===== config.mk =====
export PLATFORM = sky130hd
export DESIGN_NAME = operand_history_buffer
export DESIGN_NICKNAME = d
export VERILOG_FILES = /design/src/rtl/op_buf_pkg.sv /design/src/rtl/req_edge_detect.sv /design/src/rtl/operand_history_buffer.sv
export SDC_FILE = /design/constraint.sdc
export NUM_CORES = 1
export LEC_CHECK = 0
export ABC_AREA = 1
export BUFFER_PORTS_ARGS = -buffer_cell sky130_fd_sc_hd__buf_4
export CORE_AREA = 2 2 72 74
export CTS_CLUSTER_SIZE = 28
export DETAILED_ROUTE_END_ITERATION = 10
export DIE_AREA = 0 0 74 76
export GPL_ROUTABILITY_DRIVEN = 0
export PLACE_DENSITY = 0.75
export SLEW_MARGIN = 20
export SYNTH_ARGS = -nofsm -noshare
export SYNTH_HDL_FRONTEND = slang
export SYNTH_SLANG_ARGS = --single-unit

===== constraint.sdc =====
create_clock -name clk -period 2.55 [get_ports clk]
set_input_delay 0.255 -clock clk [delete_from_list [all_inputs] [get_ports clk]]
set_output_delay 0.255 -clock clk [all_outputs]
set_load 0.005 [all_outputs]

===== src/rtl/op_buf_pkg.sv =====
// op_buf_pkg: shared sizes, operand type and command encoding for the operand history buffer
package op_buf_pkg;
  localparam int OP_WIDTH = 9;
  localparam int OP_DEPTH = 4;
  typedef logic [OP_WIDTH-1:0] operand_t;
  typedef enum logic [2:0] {CMD_IDLE, CMD_CLEAR, CMD_PUSH, CMD_POP, CMD_REPLACE} buf_cmd_e;
endpackage


===== src/rtl/req_edge_detect.sv =====
// req_edge_detect: single-bit rising-edge detector so a held request acts only once
module req_edge_detect (
  input  logic clk,
  input  logic nrst,
  input  logic req,
  output logic rise
);
  logic req_d, req_q;
  always_comb req_d = req;
  always_ff @(posedge clk) begin
    if (!nrst) req_q <= 1'b0;
    else req_q <= req_d;
  end
  assign rise = req & ~req_q;
endmodule


===== src/rtl/operand_history_buffer.sv =====
// operand_history_buffer: LIFO history of entered operands with undo/recall and occupancy status
module operand_history_buffer
  import op_buf_pkg::*;
#(
  parameter int WIDTH = OP_WIDTH,
  parameter int DEPTH = OP_DEPTH
) (
  input  logic                       clk,
  input  logic                       nrst,
  input  logic [WIDTH-1:0]           op_in,
  input  logic                       enter,
  input  logic                       recall,
  input  logic                       clear,
  output logic [WIDTH-1:0]           op_last,
  output logic [$clog2(DEPTH+1)-1:0] count,
  output logic                       empty,
  output logic                       full,
  output logic                       dropped,
  output logic                       underflow
);
  localparam int PW = $clog2(DEPTH);
  localparam int CW = $clog2(DEPTH+1);
  localparam logic [CW-1:0] FULL_CNT = CW'(DEPTH);
  logic push, pop;
  buf_cmd_e cmd;
  logic [WIDTH-1:0] mem_q [DEPTH];
  logic [WIDTH-1:0] mem_d [DEPTH];
  logic [PW-1:0] top_q, top_d, top_inc, top_dec;
  logic [CW-1:0] count_q, count_d;
  logic [WIDTH-1:0] op_last_q, op_last_d;
  logic dropped_q, dropped_d, underflow_q, underflow_d;
  req_edge_detect u_enter (.clk(clk), .nrst(nrst), .req(enter), .rise(push));
  req_edge_detect u_recall (.clk(clk), .nrst(nrst), .req(recall), .rise(pop));
  assign top_inc = top_q + 1'b1;
  assign top_dec = top_q - 1'b1;
  // replacing into an empty history degenerates to a plain push
  always_comb
    cmd = clear ? CMD_CLEAR :
          (push && pop) ? ((count_q != '0) ? CMD_REPLACE : CMD_PUSH) :
          push ? CMD_PUSH :
          pop ? CMD_POP : CMD_IDLE;
  always_comb begin
    mem_d = mem_q;
    top_d = top_q;
    count_d = count_q;
    op_last_d = op_last_q;
    dropped_d = 1'b0;
    underflow_d = 1'b0;
    case (cmd)
      CMD_CLEAR: begin
        top_d = '0;
        count_d = '0;
        op_last_d = '0;
      end
      CMD_PUSH: begin
        top_d = top_inc;
        mem_d[top_inc] = op_in;
        op_last_d = op_in;
        count_d = (count_q == FULL_CNT) ? count_q : count_q + 1'b1;
        dropped_d = (count_q == FULL_CNT);
      end
      CMD_REPLACE: begin
        mem_d[top_q] = op_in;
        op_last_d = op_in;
      end
      CMD_POP: begin
        if (count_q == '0) underflow_d = 1'b1;
        else begin
          top_d = top_dec;
          count_d = count_q - 1'b1;
          op_last_d = (count_q == CW'(1)) ? '0 : mem_q[top_dec];
        end
      end
      default: ;
    endcase
  end
  always_ff @(posedge clk) begin
    if (!nrst) begin
      top_q <= '0;
      count_q <= '0;
      op_last_q <= '0;
      dropped_q <= 1'b0;
      underflow_q <= 1'b0;
    end else begin
      top_q <= top_d;
      count_q <= count_d;
      op_last_q <= op_last_d;
      dropped_q <= dropped_d;
      underflow_q <= underflow_d;
    end
  end
  // storage needs no reset: invisible until written behind count
  always_ff @(posedge clk) mem_q <= mem_d;
  assign op_last = op_last_q;
  assign count = count_q;
  assign empty = (count_q == '0);
  assign full = (count_q == FULL_CNT);
  assign dropped = dropped_q;
  assign underflow = underflow_q;
endmodule


; Yosys cells after proc, flatten, opt, wreduce, memory -nomap -nowiden
; Cells that the tools add are included.
[classes]
n_addsub = 4
reduce_logical = 14
n_eq_ne = 8
bitwise_logic = 7
magnitude_cmp = 5
muxes = 24
[op_table]
columns = operator, count
row1 = $bwmux 36, 2
row2 = $pmux 36 s2, 1
row3 = $mux 9, 6
row4 = $demux 9 s2, 2
row5 = $pmux 9 s3, 1
row6 = $bmux 9 s2, 1
row7 = $mux 3, 5
row8 = $ge 3x3->1 const B, 3
row9 = $not 2->3, 3
row10 = $pmux 3 s3, 1
row11 = $reduce_bool 3->1, 3
row12 = $reduce_and 2->1, 4
row13 = $eq 3x1->1 const B, 2
row14 = $eq 3x2->1 const B, 2
row15 = $eq 3x3->1 const B, 2
row16 = $lt 3x1->1 const B, 2
row17 = $mux 2, 3
row18 = $pmux 2 s3, 1
row19 = $ne 2x2->1 const B, 2
row20 = $add 3x1->3 const B, 1
row21 = $logic_and 1x1->1, 3
row22 = $logic_not 3->1, 1
row23 = $reduce_and 3->1, 1
row24 = $sub 3x1->3 const B, 1
row25 = 7 further kinds, 9
[word_totals]
ff_bits = 54
wordCells = 73
out_inout_bits = 16
input_bits = 14

; Logic depth before layout (Yosys ltp)
[depth]
depth_word = 10
mapped_depth = 10
depth_no_buf = 10

; Cells and area by module
; From an unflattened synthesis, not the netlist that was laid out.
[unflattened]
cells_unflattened = 299
hier_area_um2 = 2598.7
[modules_own_cells]
columns = module, seq_area_each_um2, cells_each, instances, area_per_inst_um2
row1 = operand_history_buffer, 1401.3, 289, 1, 2523.7
row2 = req_edge_detect, 20.0, 5, 2, 37.5

; Least setup slack after synthesis
; No wires, ideal clock.
[synth_timing]
path_kind = flip-flop to flip-flop
from = reg count_q[0] (netlist: count[0])
to = reg mem_q[18] in the netlist's numbering (enable)
setup_ns = 0.374
t_required_ns = 2.176
path_buffers = 0
period_less_slack_ns = 2.078
stages_incl_launch_ff = 7
t_arrival_ns = 1.704
path_slack_ns = 0.472
path_cell_list = dfxtp_1 > inv_1 > ha_1 > nand2_4 > nand4_4 > mux2i_4 > nor2_1
[synth_between]
elab_chain_cells = 6
word_cells_on_any_way = 7
classes_between = eq/ne: 2 / mux: 3 / reduce/logical: 2
[synth_rtl]
columns = element, line
row1 = "start, declared", operand_history_buffer.sv:29  ; logic [CW-1:0] count_q, count_d;
row2 = "start signal, assigned", operand_history_buffer.sv:86  ; count_q <= count_d;
row3 = $reduce_bool 3->1 *, operand_history_buffer.sv:39  ; (push && pop) ? ((count_q != '0) ? CMD_REPLACE : CMD_PUSH) :
row4 = $mux 3 * (2 in series), operand_history_buffer.sv:39
row5 = $mux 3 *, operand_history_buffer.sv:38  ; cmd = clear ? CMD_CLEAR :
row6 = $eq 3x2->1 or $eq 3x3->1 (tied branches), operand_history_buffer.sv:49  ; case (cmd)
row7 = $reduce_bool 2->1 (no line) *, --
row8 = "end signal, assigned", operand_history_buffer.sv:93  ; always_ff @(posedge clk) mem_q <= mem_d;
row9 = "end, declared", operand_history_buffer.sv:26  ; logic [WIDTH-1:0] mem_q [DEPTH];
; Every way passes the cells marked *; elsewhere a longest branch is shown, timed or not.
; A chain may end at the register's enable or synchronous reset.

; Worst setup path after layout
[layout_timing]
from = reg top_q[1]
to = reg op_last_q[6] (netlist: op_last[6])
[layout_between]
elab_chain_cells = 8
[layout_rtl]
columns = element, line
row1 = "start, declared", operand_history_buffer.sv:28  ; logic [PW-1:0] top_q, top_d, top_inc, top_dec;
row2 = "start signal, assigned", operand_history_buffer.sv:85  ; top_q <= top_d;
row3 = $sub 2x1->2, operand_history_buffer.sv:35  ; assign top_dec = top_q - 1'b1;
row4 = $not 2->3 (implied by the code), operand_history_buffer.sv:71  ; op_last_d = (count_q == CW'(1)) ? '0 : mem_q[top_dec];
row5 = $bmux 9 s2, operand_history_buffer.sv:71
row6 = $mux 9 (implied by the code) (2 in series), operand_history_buffer.sv:71
row7 = $mux 9, operand_history_buffer.sv:71
row8 = $mux 9, operand_history_buffer.sv:67  ; if (count_q == '0) underflow_d = 1'b1;
row9 = $pmux 9 s3, operand_history_buffer.sv:49
row10 = "end signal, assigned", operand_history_buffer.sv:87  ; op_last_q <= op_last_d;
row11 = "end, declared", operand_history_buffer.sv:30  ; logic [WIDTH-1:0] op_last_q, op_last_d;
; Every way passes these cells. The select of a mux whose other input is x is not followed.

==> run_results.csv <==
group,metric,value,unit
setup_path,timing.critical_path.arrival,2.31,ns
global_routing,overflow,0,
clock_tree,clkTransAtPathRegs,0.10,ns
synthesis,post_synthesis_instance_total,309,
layout,commonest_cells_after_routing_fill_and_taps_aside,"sky130_fd_sc_hd__nor2_1 (72), sky130_fd_sc_hd__nand2_1 (66), sky130_fd_sc_hd__buf_4 (36), sky130_fd_sc_hd__edfxtp_1 (36), sky130_fd_sc_hd__inv_1 (25)",
die,std_cell_rows,26,
clock_tree,hold_buffer_count_at_cts,0,
sta,total_negative_slack,0,ns
layout,antenna_fix_cells,0,
sta,final_hold_viol_count,0,
sta,final.hold.worst_slack,0.1359,ns
setup_path,crit_type,"reg2reg",
sta,worst_slew_margin_rel,0.6368,
power_and_ir_drop,power.static_leakage,1.411,nW
status,status,"completed",
synthesis,synth_top_family_by_area,"simple AND/OR/NAND/NOR gates",
place,io_buffers,29,
synthesis,synth_compound_area_frac,0.04225,
setup_path,start_kind,"flip-flop",
sta,final_period_minus_worst_setup_slack,2.052,ns
layout,mostFrequentLayoutCell,"sky130_fd_sc_hd__nor2_1",
clock_tree,root_buffer,"sky130_fd_sc_hd__clkbuf_8",
place,numPlacedInstances,408,
global_routing,via_count_of_the_first_global_routing_pass,2040,
min_path,hold_path_class,"in2reg",
layout,layoutNonFillerInstCount,416,
die,core_region_area,4912,sq um
sta,rsz0062_at_grt,"false",
setup_path,crit_path_end_kind,"flip-flop",
clock_tree,cts_setup_buffers,0,
route,drt-total-wl,5721,um
route,drc,0,
synthesis,synth_simple_gate_area_share,0.2994,
setup_path,cp-startpoint,"top_q[1]",
synthesis,post_synth_num_cell_types,29,
layout,net_count_of_the_finished_layout,368,
setup_path,critPathMaxFanout,11,
route,first_iter_violations,131,
power_and_ir_drop,cellPowerDensity,599.9,nW/um^2
setup_path,worstRegToRegCells,8,
setup_path,critPathRequiredTime,2.80,ns
layout,layout-drive-gt1-share,0.1821,
global_routing,grt_first_pass_wirelength,9453,um
power_and_ir_drop,vdd.ir_drop.worst,0.3792,mV
synthesis,synth-seq-area-share,0.5348,
die,floorplan.initialDensity,0.5487,
route,ant_nets,0,
synthesis,synth-warning-count,0,
run,drv_cap,0,
synthesis,adder_and_majority_cell_fraction_of_the_synthesized_area,0.04178,
clock_tree,number_of_cts_inserted_buffers,5,
route,post_drt_wl_per_cell,13.75,um
clock_tree,cts_repair_resize_count,0,
synthesis,synthesis.area_per_instance,8.722,sq um
die,die_area,5624,sq um
synthesis,synthMuxAreaShare,0.01671,
clock_tree,cts_sinks,54,
global_routing,global_route_total_usage_across_every_layer,0.2238,
synthesis,post_synth_xor_area_fraction,0.006500,
setup_path,setup.worst_path.end,"op_last[6]",
global_routing,antenna_found_initial,0,
route,firstDrtPassIters,4,
die,dieHeight,76,um
sta,fin_worst_skew,0.01114,ns
clock_tree,cts-root-to-sink-buffers,2,
layout,syn2layout_area_growth,16.25,%
clock_tree,clock_insertion_delay_worst_skew,0.31,ns
sta,finalSetupViolations,0,
sta,final_min_period_over_clock_period,0.8049,
setup_path,r2r_setup_slack,0.50,ns
sta,finalMaxSlewViolations,0,
setup_path,timing.rr.end,"op_last[6]",
setup_path,critical_path.reg2reg.startpoint,"top_q[1]",
synthesis,ys_ff_latch,54,
route,dr_total_vias,2121,
clock_tree,htree_num_levels,2,
synthesis,netlist_area_pre_place,2695,sq um
synthesis,synth.net_count,332,
sta,tightestPinTransition,0.5432,ns
place,post_detail_place_hpwl,4199,um
sta,timing.fmax,487.2,MHz
clock_tree,cts_tree,"built",
layout,post-route-util,0.6378,
die,horizontal_die_dimension,74,um
route,via_per_inst,5.099,
global_routing,grt_start_max_net_pins,24,
die,number_of_primary_i_o_pins,30,
-- cell usage after synthesis --
library cell / count / share of area
sky130_fd_sc_hd__nor2_1: 72 / 0.10
sky130_fd_sc_hd__nand2_1: 66 / 0.092
sky130_fd_sc_hd__edfxtp_1: 36 / 0.40
sky130_fd_sc_hd__inv_1: 25 / 0.035
sky130_fd_sc_hd__nand3_1: 22 / 0.041
sky130_fd_sc_hd__dfxtp_1: 18 / 0.13
sky130_fd_sc_hd__o21ai_0: 11 / 0.020
sky130_fd_sc_hd__ha_1: 9 / 0.042
sky130_fd_sc_hd__nor3_1: 9 / 0.017
sky130_fd_sc_hd__a21oi_1: 4 / 0.0074
sky130_fd_sc_hd__clkbuf_1: 4 / 0.0056
sky130_fd_sc_hd__nand2_2: 4 / 0.0093
sky130_fd_sc_hd__nand4_1: 4 / 0.0093
sky130_fd_sc_hd__inv_2: 3 / 0.0042
sky130_fd_sc_hd__buf_2: 2 / 0.0037
sky130_fd_sc_hd__clkinv_1: 2 / 0.0028
sky130_fd_sc_hd__mux2i_4: 2 / 0.017
sky130_fd_sc_hd__nor2_2: 2 / 0.0046
sky130_fd_sc_hd__nor2_4: 2 / 0.0084
sky130_fd_sc_hd__o21ai_2: 2 / 0.0065
sky130_fd_sc_hd__xor2_1: 2 / 0.0065
sky130_fd_sc_hd__a21oi_4: 1 / 0.0060
sky130_fd_sc_hd__buf_6: 1 / 0.0042
sky130_fd_sc_hd__clkinv_4: 1 / 0.0033
sky130_fd_sc_hd__nand2_4: 1 / 0.0042
sky130_fd_sc_hd__nand3_2: 1 / 0.0037
sky130_fd_sc_hd__nand4_4: 1 / 0.0079
sky130_fd_sc_hd__o21ai_1: 1 / 0.0019
sky130_fd_sc_hd__or2_1: 1 / 0.0023
-- sequential cells by signal (all words and copies together), names as in the netlist --
register	flops
count	3
u_enter.req_q	1
underflow	1
u_recall.req_q	1
op_last	9
dropped	1
top_q	2
mem_q	36
-- metrics by stage --
step                      power, mW  setup slack [ns]  instance area (sq um)
final                         1.879            0.4975                   3133
after global routing          1.966            0.2659                   3133
after CTS                     1.883            0.5058                   3133
after detailed placement      1.305            0.4989                   3017
after global placement        1.298            0.6054                   3017
after floorplan               1.200            0.4719                   2695
-- where the power goes --
| part | internal, mW | switching [mW] | total, mW |
|---|---|---|---|
| Sequential | 0.964 | 0.0153 | 0.980 |
| Combinational | 0.113 | 0.193 | 0.305 |
| Clock | 0.320 | 0.274 | 0.594 |
-- worst min path at each step --
stage | startpoint | to | slack (ns) | cells after the start
2_1_floorplan | enter | u_enter.req_q | 0.35 | 2
3_3_place_gp | recall | u_recall.req_q | 0.46 | 3
3_5_place_dp | recall | u_recall.req_q | 0.46 | 3
4_1_cts | recall | u_recall.req_q | 0.14 | 3
5_1_grt | recall | u_recall.req_q | 0.13 | 3
6_report | recall | u_recall.req_q | 0.14 | 3
-- layer usage --
metal	GRT usage	vias up	share of wire
li1	-	1066	-
met1	0.2770	995	0.41
met3	0.04762	12	0.038
met5	0	-	0
met2	0.3777	48	0.52
met4	0.08364	0	0.026
-- worst max-delay path: stages (launching register included) --
cell and delay [ns]:
sky130_fd_sc_hd__dfxtp_1 0.46, sky130_fd_sc_hd__inv_1 0.11, sky130_fd_sc_hd__ha_1 0.50, sky130_fd_sc_hd__clkinv_1 0.35
sky130_fd_sc_hd__nand3_1 0.19, sky130_fd_sc_hd__nand2_1 0.07, sky130_fd_sc_hd__nor2_1 0.11, sky130_fd_sc_hd__nor3_1 0.07
sky130_fd_sc_hd__nor2_1 0.12
-- cell type report --
cell class / count / area (sq um)
well taps: 70 / 87.58
repair buffers: 36 / 270.3
fillers: 429 / 1779
flip-flops and latches: 54 / 1441
inverters: 31 / 121.4
multi-input cells: 217 / 1096
clock buffers: 7 / 86.33
clock inverters: 1 / 30.03
-- cell families (layout without fill, tap and decap cells) --
group / after synthesis / in the layout
flip-flops: 54 / 54
XOR/XNOR: 2 / 2
adder cells (fa/ha/maj): 9 / 9
AND/OR/NAND/NOR: 185 / 185
AO/OA/AOI/OAI: 19 / 19
multiplexers: 2 / 2
buffers and inverters: 38 / 75
No activity file was read; power rests on OpenSTA's default activity.
